==> config.mk <==
export PLATFORM = sky130hd
export DESIGN_NAME = fht_frame_sched
export DESIGN_NICKNAME = d
export VERILOG_FILES = /design/src/rtl/fht_frame_sched.sv
export SDC_FILE = /design/constraint.sdc
export NUM_CORES = 1
export LEC_CHECK = 0
export ABC_CLOCK_PERIOD_IN_PS = 1730
export CORE_MARGIN = 1
export CORE_UTILIZATION = 49
export CTS_BUF_LIST = sky130_fd_sc_hd__clkbuf_4 sky130_fd_sc_hd__clkbuf_8
export CTS_CLUSTER_DIAMETER = 200
export DETAILED_ROUTE_END_ITERATION = 7
export GPL_ROUTABILITY_DRIVEN = 0
export GPL_TIMING_DRIVEN = 0
export PLACE_DENSITY_LB_ADDON = 0.12
export SLEW_MARGIN = 5
export SYNTH_ARGS = -nofsm -noshare
export SYNTH_HDL_FRONTEND = slang
export SYNTH_SLANG_ARGS = --single-unit
export TNS_END_PERCENT = 20
==> constraint.sdc <==
create_clock -name iCLK -period 1.73 [get_ports iCLK]
set_clock_uncertainty 0.05 [all_clocks]
set_input_delay 0.346 -clock iCLK [delete_from_list [all_inputs] [get_ports iCLK]]
set_output_delay 0.346 -clock iCLK [all_outputs]
set_load 0.005 [all_outputs]
==> src/rtl/fht_frame_sched.sv <==
// Three-bank frame scheduler: rotates buffer ownership between loader, FHT core and unloader
// so that input, transform and output of consecutive frames overlap.
module fht_frame_sched #(
  parameter int unsigned A_BIT     = 9,
  parameter int unsigned START_TMO = 4
) (
  input  logic             iCLK,
  input  logic             iRESET,
  input  logic             iIN_VALID,
  output logic             oIN_READY,
  output logic             oWE_LOAD,
  output logic [A_BIT-1:0] oWR_ADDR,
  output logic [1:0]       oWR_BANK,
  output logic             oCORE_START,
  output logic [1:0]       oCORE_BANK,
  input  logic             iCORE_RDY,
  input  logic             iOUT_READY,
  output logic             oRD_EN,
  output logic [A_BIT-1:0] oRD_ADDR,
  output logic [1:0]       oRD_BANK,
  output logic             oOUT_VALID,
  output logic             oOUT_LAST,
  output logic             oERR
);

  typedef enum logic [1:0] {BankEmpty, BankFull, BankDone} bank_st_e;
  typedef enum logic [1:0] {StIdle, StStart, StWaitAck, StBusy} core_st_e;

  localparam logic [A_BIT-1:0] AddrLast = '1;
  localparam int unsigned      TmoW     = (START_TMO > 1) ? $clog2(START_TMO) : 1;
  localparam logic [TmoW-1:0]  TmoLast  = TmoW'(START_TMO - 1);

  bank_st_e        bank_q [3];
  logic [1:0]      load_ptr, proc_ptr, unload_ptr;
  logic            run;
  core_st_e        core_st;
  logic [TmoW-1:0] tmo_cnt;
  logic            load_done, core_done, unload_done;

  function automatic logic [1:0] ptr_inc(input logic [1:0] p);
    return (p == 2'd2) ? 2'd0 : p + 2'd1;
  endfunction

  // run holds the loader off for the first cycle after reset release
  assign oIN_READY   = run & (bank_q[load_ptr] == BankEmpty);
  assign oWE_LOAD    = iIN_VALID & oIN_READY;
  assign oRD_EN      = (bank_q[unload_ptr] == BankDone) & iOUT_READY;
  assign oWR_BANK    = load_ptr;
  assign oRD_BANK    = unload_ptr;
  assign load_done   = oWE_LOAD & (oWR_ADDR == AddrLast);
  assign unload_done = oRD_EN & (oRD_ADDR == AddrLast);
  assign core_done   = (core_st == StBusy) & iCORE_RDY;

  always_ff @(posedge iCLK) begin
    if (iRESET) begin
      for (int i = 0; i < 3; i++) bank_q[i] <= BankEmpty;
      load_ptr    <= 2'd0;
      proc_ptr    <= 2'd0;
      unload_ptr  <= 2'd0;
      run         <= 1'b0;
      oWR_ADDR    <= '0;
      oRD_ADDR    <= '0;
      core_st     <= StIdle;
      tmo_cnt     <= '0;
      oCORE_START <= 1'b0;
      oCORE_BANK  <= 2'd0;
      oOUT_VALID  <= 1'b0;
      oOUT_LAST   <= 1'b0;
      oERR        <= 1'b0;
    end else begin
      run        <= 1'b1;
      oOUT_VALID <= oRD_EN;
      oOUT_LAST  <= unload_done;

      if (oWE_LOAD) oWR_ADDR <= oWR_ADDR + 1'b1;
      if (oRD_EN)   oRD_ADDR <= oRD_ADDR + 1'b1;

      // The three completions always target distinct banks, so they never collide.
      if (load_done) begin
        bank_q[load_ptr] <= BankFull;
        load_ptr         <= ptr_inc(load_ptr);
      end
      if (core_done) begin
        bank_q[proc_ptr] <= BankDone;
        proc_ptr         <= ptr_inc(proc_ptr);
      end
      if (unload_done) begin
        bank_q[unload_ptr] <= BankEmpty;
        unload_ptr         <= ptr_inc(unload_ptr);
      end

      oCORE_START <= 1'b0;
      unique case (core_st)
        StIdle: begin
          if ((bank_q[proc_ptr] == BankFull) && iCORE_RDY) begin
            core_st     <= StStart;
            oCORE_START <= 1'b1;
            oCORE_BANK  <= proc_ptr;
          end
        end
        StStart: begin
          core_st <= StWaitAck;
          tmo_cnt <= '0;
        end
        StWaitAck: begin
          if (!iCORE_RDY) begin
            core_st <= StBusy;
          end else if (tmo_cnt == TmoLast) begin
            // Bank stays FULL, so IDLE retries the same frame.
            core_st <= StIdle;
            oERR    <= 1'b1;
          end else begin
            tmo_cnt <= tmo_cnt + 1'b1;
          end
        end
        StBusy: begin
          if (iCORE_RDY) core_st <= StIdle;
        end
        default: core_st <= StIdle;
      endcase
    end
  end

endmodule

* Word-level counts from Yosys, hierarchy flattened
Memory sizes are Yosys's and may differ from the RTL's. A register that Yosys moved wholly into a read port is not among the register bits.
Index checks and enable logic that the tools add are counted.
** Word-level totals
- Register bits :: 35
- RAM bits :: 6
- Bits of input ports :: 5
- Output and inout bits :: 31
- Word-level logic and storage cells :: 94
- Memories kept :: 1
** Memory list
- bank_q :: words 3, bits a word 2, rd ports 3, clocked after Yosys merged registers in 3, write ports 3, line 33 : bank_st_e bank_q [3];
** Cells by class
- Add/subtract/negate cells :: 6
- Equality and inequality tests :: 16
- Multiplexer cells :: 39
- Bitwise gates (word level) :: 7
- Reduce and logical (&&, ||, !) cells :: 12
** Operators with widths (number)
- $mux 2 :: 21
- $add 9x1->9 const B :: 2
- $eq 9x9->1 const B :: 2
- $mux 1 :: 16
- $eq 2x2->1 const B :: 7
- $reduce_and 3->1 :: 3
- $add 2x1->2 const B :: 4
- $ne 2x2->1 const B :: 4
- $pmux 2 s4 :: 1
- $reduce_or 2->1 :: 4
- $and 1x1->1 :: 6
- $eq 2x1->1 const B :: 2
- $logic_not 2->1 :: 2
- $pmux 2 s2 :: 1
- $ne 3x3->1 const B :: 1
- $reduce_and 2->1 :: 1
- $reduce_bool 2->1 :: 1
- $logic_and 1x1->1 :: 1
- $not 1->1 :: 1

* Logic depth before layout (Yosys ltp)
- Depth after elaboration :: 9
- Gate-level depth with buffers :: 8
- Gate-level depth less buffers :: 8

* Worst setup path before layout
No wires, ideal clock.
- Path kind :: reg-to-reg
- Start :: reg oWR_ADDR[0]
- End :: mem bank_q[3][1] (netlist bit)
- Library setup time :: 0.117 ns
- Data arrival time :: 1.636 ns
- Data required time :: 1.563 ns
- Setup slack :: -0.073 ns
- Stages on the path, launching flop included :: 9
- Path buffers :: 0
- Clock period less this slack :: 1.803 ns
- Path through :: dfxtp_1 -> ha_1 -> nand3_1 -> nor2_1 -> ha_1 -> nand2_1 -> nor4_2 -> a31oi_1 -> o22a_1
** RTL lines
- from (decl) :: line 12 : output logic [A_BIT-1:0] oWR_ADDR,
- from (signal assigned) :: line 75 : if (oWE_LOAD) oWR_ADDR <= oWR_ADDR + 1'b1;
- to (decl) :: line 33

==> impl_metrics.csv <==
group,metric,value,unit
floorplan,start_util,0.520,
cts,root_buffer,"clkbuf_8",
synthesis,postSynthCellCount,237,
setup_path,worst-path-stages,8,
routing,num_vias,2012,
global_route,grt_start_max_net_pins,15,
cts,cts_tree,"built",
cells_and_area,finalNonFillerCells,361,
setup_path,ff2ff_path_depth,8,
cts,hold_buffers,0,
cells_and_area,drive_above_1_share,0.357,
synthesis,synth_warnings,0,
sta,final_max_slew_viol_count,0,
cells_and_area,final_common_cell,"nor2_1",
synthesis,syn_area,2130,um^2
global_route,grt_pass1_vias,1863,
global_route,gr-total-overflow,0,
synthesis,synth-edff-count,0,
sta,finalCriticalPeriod,1.85,ns
sta,worst_hold_slack,0.434,ns
min_path,min_path_cells,2,
global_route,grt_pass1_wl,8410,um
outcome,violations,"negative setup slack",
placement,io_buffer_count,34,
synthesis,syn_nets,247,
floorplan,die_x,67.9,um
sta,tightest_slew,0.540,ns
cts,clk_path_buf_depth,2,
setup_path,critical-path-top-delay-family,"buffers and inverters",
floorplan,rows,23,
setup_path,worstSetupStartpointType,"flip-flop",
cts,cts_num_sinks,49,
routing,routed_via_density,5.57,
sta,slew_headroom,0.640,
power_and_ir_drop,peakVddDrop,0.000472,V
setup_path,crit_type,"flip-flop to flip-flop",
setup_path,crit_buf_inv,3,
setup_path,cp_slowest_cell,"dfxtp_2",
setup_path,arrival,1.96,ns
sta,timing.final.crit_share,1.07,
power_and_ir_drop,power.leakage,1.16,nW
routing,wirelength,5520,um
cells_and_area,fin_util,0.788,
global_route,track_usage,0.247,
floorplan,die_area,4610,um^2
synthesis,ys_async_sr_fraction,0,
setup_path,cp.required,1.84,ns
cells_and_area,final_cell_mix,"31 x nor2_1, 30 x clkdlybuf4s50_1, 25 x dfxtp_1",
routing,remaining_drc_errors,0,
cts,clk_latency,0.30,ns
global_route,antenna_found_initial,0,
power_and_ir_drop,power_density,641,nW/um^2
sta,fmax,0.539,GHz
run,max-cap-violations,0,
synthesis,synth_ff_type,"dfxtp_1",
setup_path,path_common_cell,"buf_6",
synthesis,ys_seq_elements,49,
placement,post-dp-hpwl,3160,um
routing,firstDrtPassIters,4,
floorplan,coreArea,4090,um^2
sta,fin_ws,-0.124,ns
cts,numCtsBuffers,5,
routing,drtAntennaViolNets,0,
cts,cts.htree.levels,2,
routing,wl_per_cell,15.3,um
setup_path,critPathMaxStageDelay,0.34,ns
synthesis,synth.distinct_cells,50,
cells_and_area,antenna_cells,0,
cts,clk_pin_slew,0.09,ns
floorplan,die_y,67.9,um
sta,rsz0062_at_grt,"yes",
setup_path,crit_chain,"o211ai_1, buf_4, buf_6, o2111ai_4, buf_6, nor3b_4, mux2i_1, nor2_1",
sta,finalHoldViolCount,0,
min_path,hold_path.class,"flip-flop to flip-flop",
setup_path,end_kind,"flip-flop",
floorplan,io_pins,36,
cells_and_area,fin_nets,320,
placement,dp_cells,321,
synthesis,yosysSeqAreaShare,0.461,
sta,fin_setup_tns,-0.619,ns
synthesis,syn_area_per_cell,8.97,um^2
outcome,outcome,"finished, violations left",
routing,drt-initial-drc-count,70,
cells_and_area,areaGrowthSynthToFinish,51.4,%
setup_path,critPathMaxFanout,8,
sta,setup_viol,13,
-- logic make-up after synthesis --
family	after synthesis	synth area share
AOI/OAI and AO/OA	44	0.155
muxes	4	0.0188
and+or+nand+nor	104	0.255
adders and majority gates	5	0.0294
buffers and inverters	20	0.0353
DFF	49	0.461
xor gates and xnor gates	11	0.0453
-- where the power goes --
group / internal [mW] / total (mW) / switching (mW)
registers: 1.12 / 1.12 / 0.00434
clock network: 0.487 / 0.860 / 0.373
logic: 0.0351 / 0.0797 / 0.0446
-- per-layer routing --
layer,vias to the layer above,GRT usage,part of all wire
met3,14,0.0500,0.038
met5,-,0,0
met2,57,0.428,0.53
li1,995,-,-
met4,0,0.104,0.025
met1,946,0.294,0.41
-- timing repair --
item,in CTS,in global routing
endpoints found under the setup margin,31,31
buffers inserted,29,4
cloned,0,0
pin swaps,18,13
resized for setup,68,36
-- tightest hold or removal path, cell delays in order (launching register included) --
cell	delay [ns]
dfxtp_1	0.34
nand2_1	0.06
a21oi_1	0.05
-- worst paths after layout --
path                      from  slack, ns     endpoint
setup / recovery  bank_q[3][0]      -0.12  oWR_BANK[1]
hold / removal     oRD_ADDR[8]       0.43  oRD_ADDR[8]
setup reg to reg  bank_q[3][0]      -0.12  oWR_BANK[1]
hold reg to reg    oRD_ADDR[8]       0.43  oRD_ADDR[8]
-- stage by stage --
| step | area (um^2) | worst slack, ns | power, mW |
|---|---|---|---|
| 6_report | 3220 | -0.124 | 2.06 |
| 5_1_grt | 3220 | -0.219 | 2.13 |
| 4_1_cts | 3060 | -0.0741 | 2.07 |
| 3_5_place_dp | 2540 | -0.802 | 1.22 |
| 3_3_place_gp | 2540 | -0.836 | 1.22 |
| 2_1_floorplan | 2130 | -0.0515 | 1.19 |
-- Yosys cell counts, types with 2 or more instances --
| cell | count | area, um^2 |
|---|---|---|
| inv_1 | 7 | 26.3 |
| nand2_1 | 17 | 63.8 |
| o31ai_1 | 2 | 15.0 |
| nor2_1 | 35 | 131 |
| nor3_1 | 10 | 50.1 |
| and3_1 | 2 | 12.5 |
| nor4b_1 | 2 | 17.5 |
| nand3_1 | 8 | 40.0 |
| clkbuf_1 | 9 | 33.8 |
| nor2b_1 | 2 | 12.5 |
| nand4_1 | 4 | 25.0 |
| a211oi_1 | 2 | 15.0 |
| a21oi_1 | 13 | 65.1 |
| o211ai_1 | 2 | 15.0 |
| nor4_1 | 4 | 25.0 |
| a31o_2 | 2 | 17.5 |
| nor3b_1 | 7 | 52.6 |
| o21ai_0 | 4 | 20.0 |
| inv_2 | 2 | 7.51 |
| xor2_1 | 3 | 26.3 |
| a22oi_1 | 4 | 30.0 |
| mux2i_1 | 4 | 40.0 |
| dfxtp_1 | 49 | 981 |
| a31oi_1 | 3 | 18.8 |
| nand2b_1 | 3 | 18.8 |
| or3_1 | 2 | 12.5 |
| ha_1 | 5 | 62.6 |
| xnor2_1 | 8 | 70.1 |
-- final cells by class --
cell class                      count  area, um^2
Multi-Input combinational cell    168        1310
Sequential cell                    49        1030
Fill cell                         266         867
Timing Repair Buffer               67         616
Clock buffer                        7        90.1
Tap cell                           50        62.6
Buffer                              9        46.3
Inverter                           10        40.0
Clock inverter                      1        30.0
(Power assumes the default switching activity.)
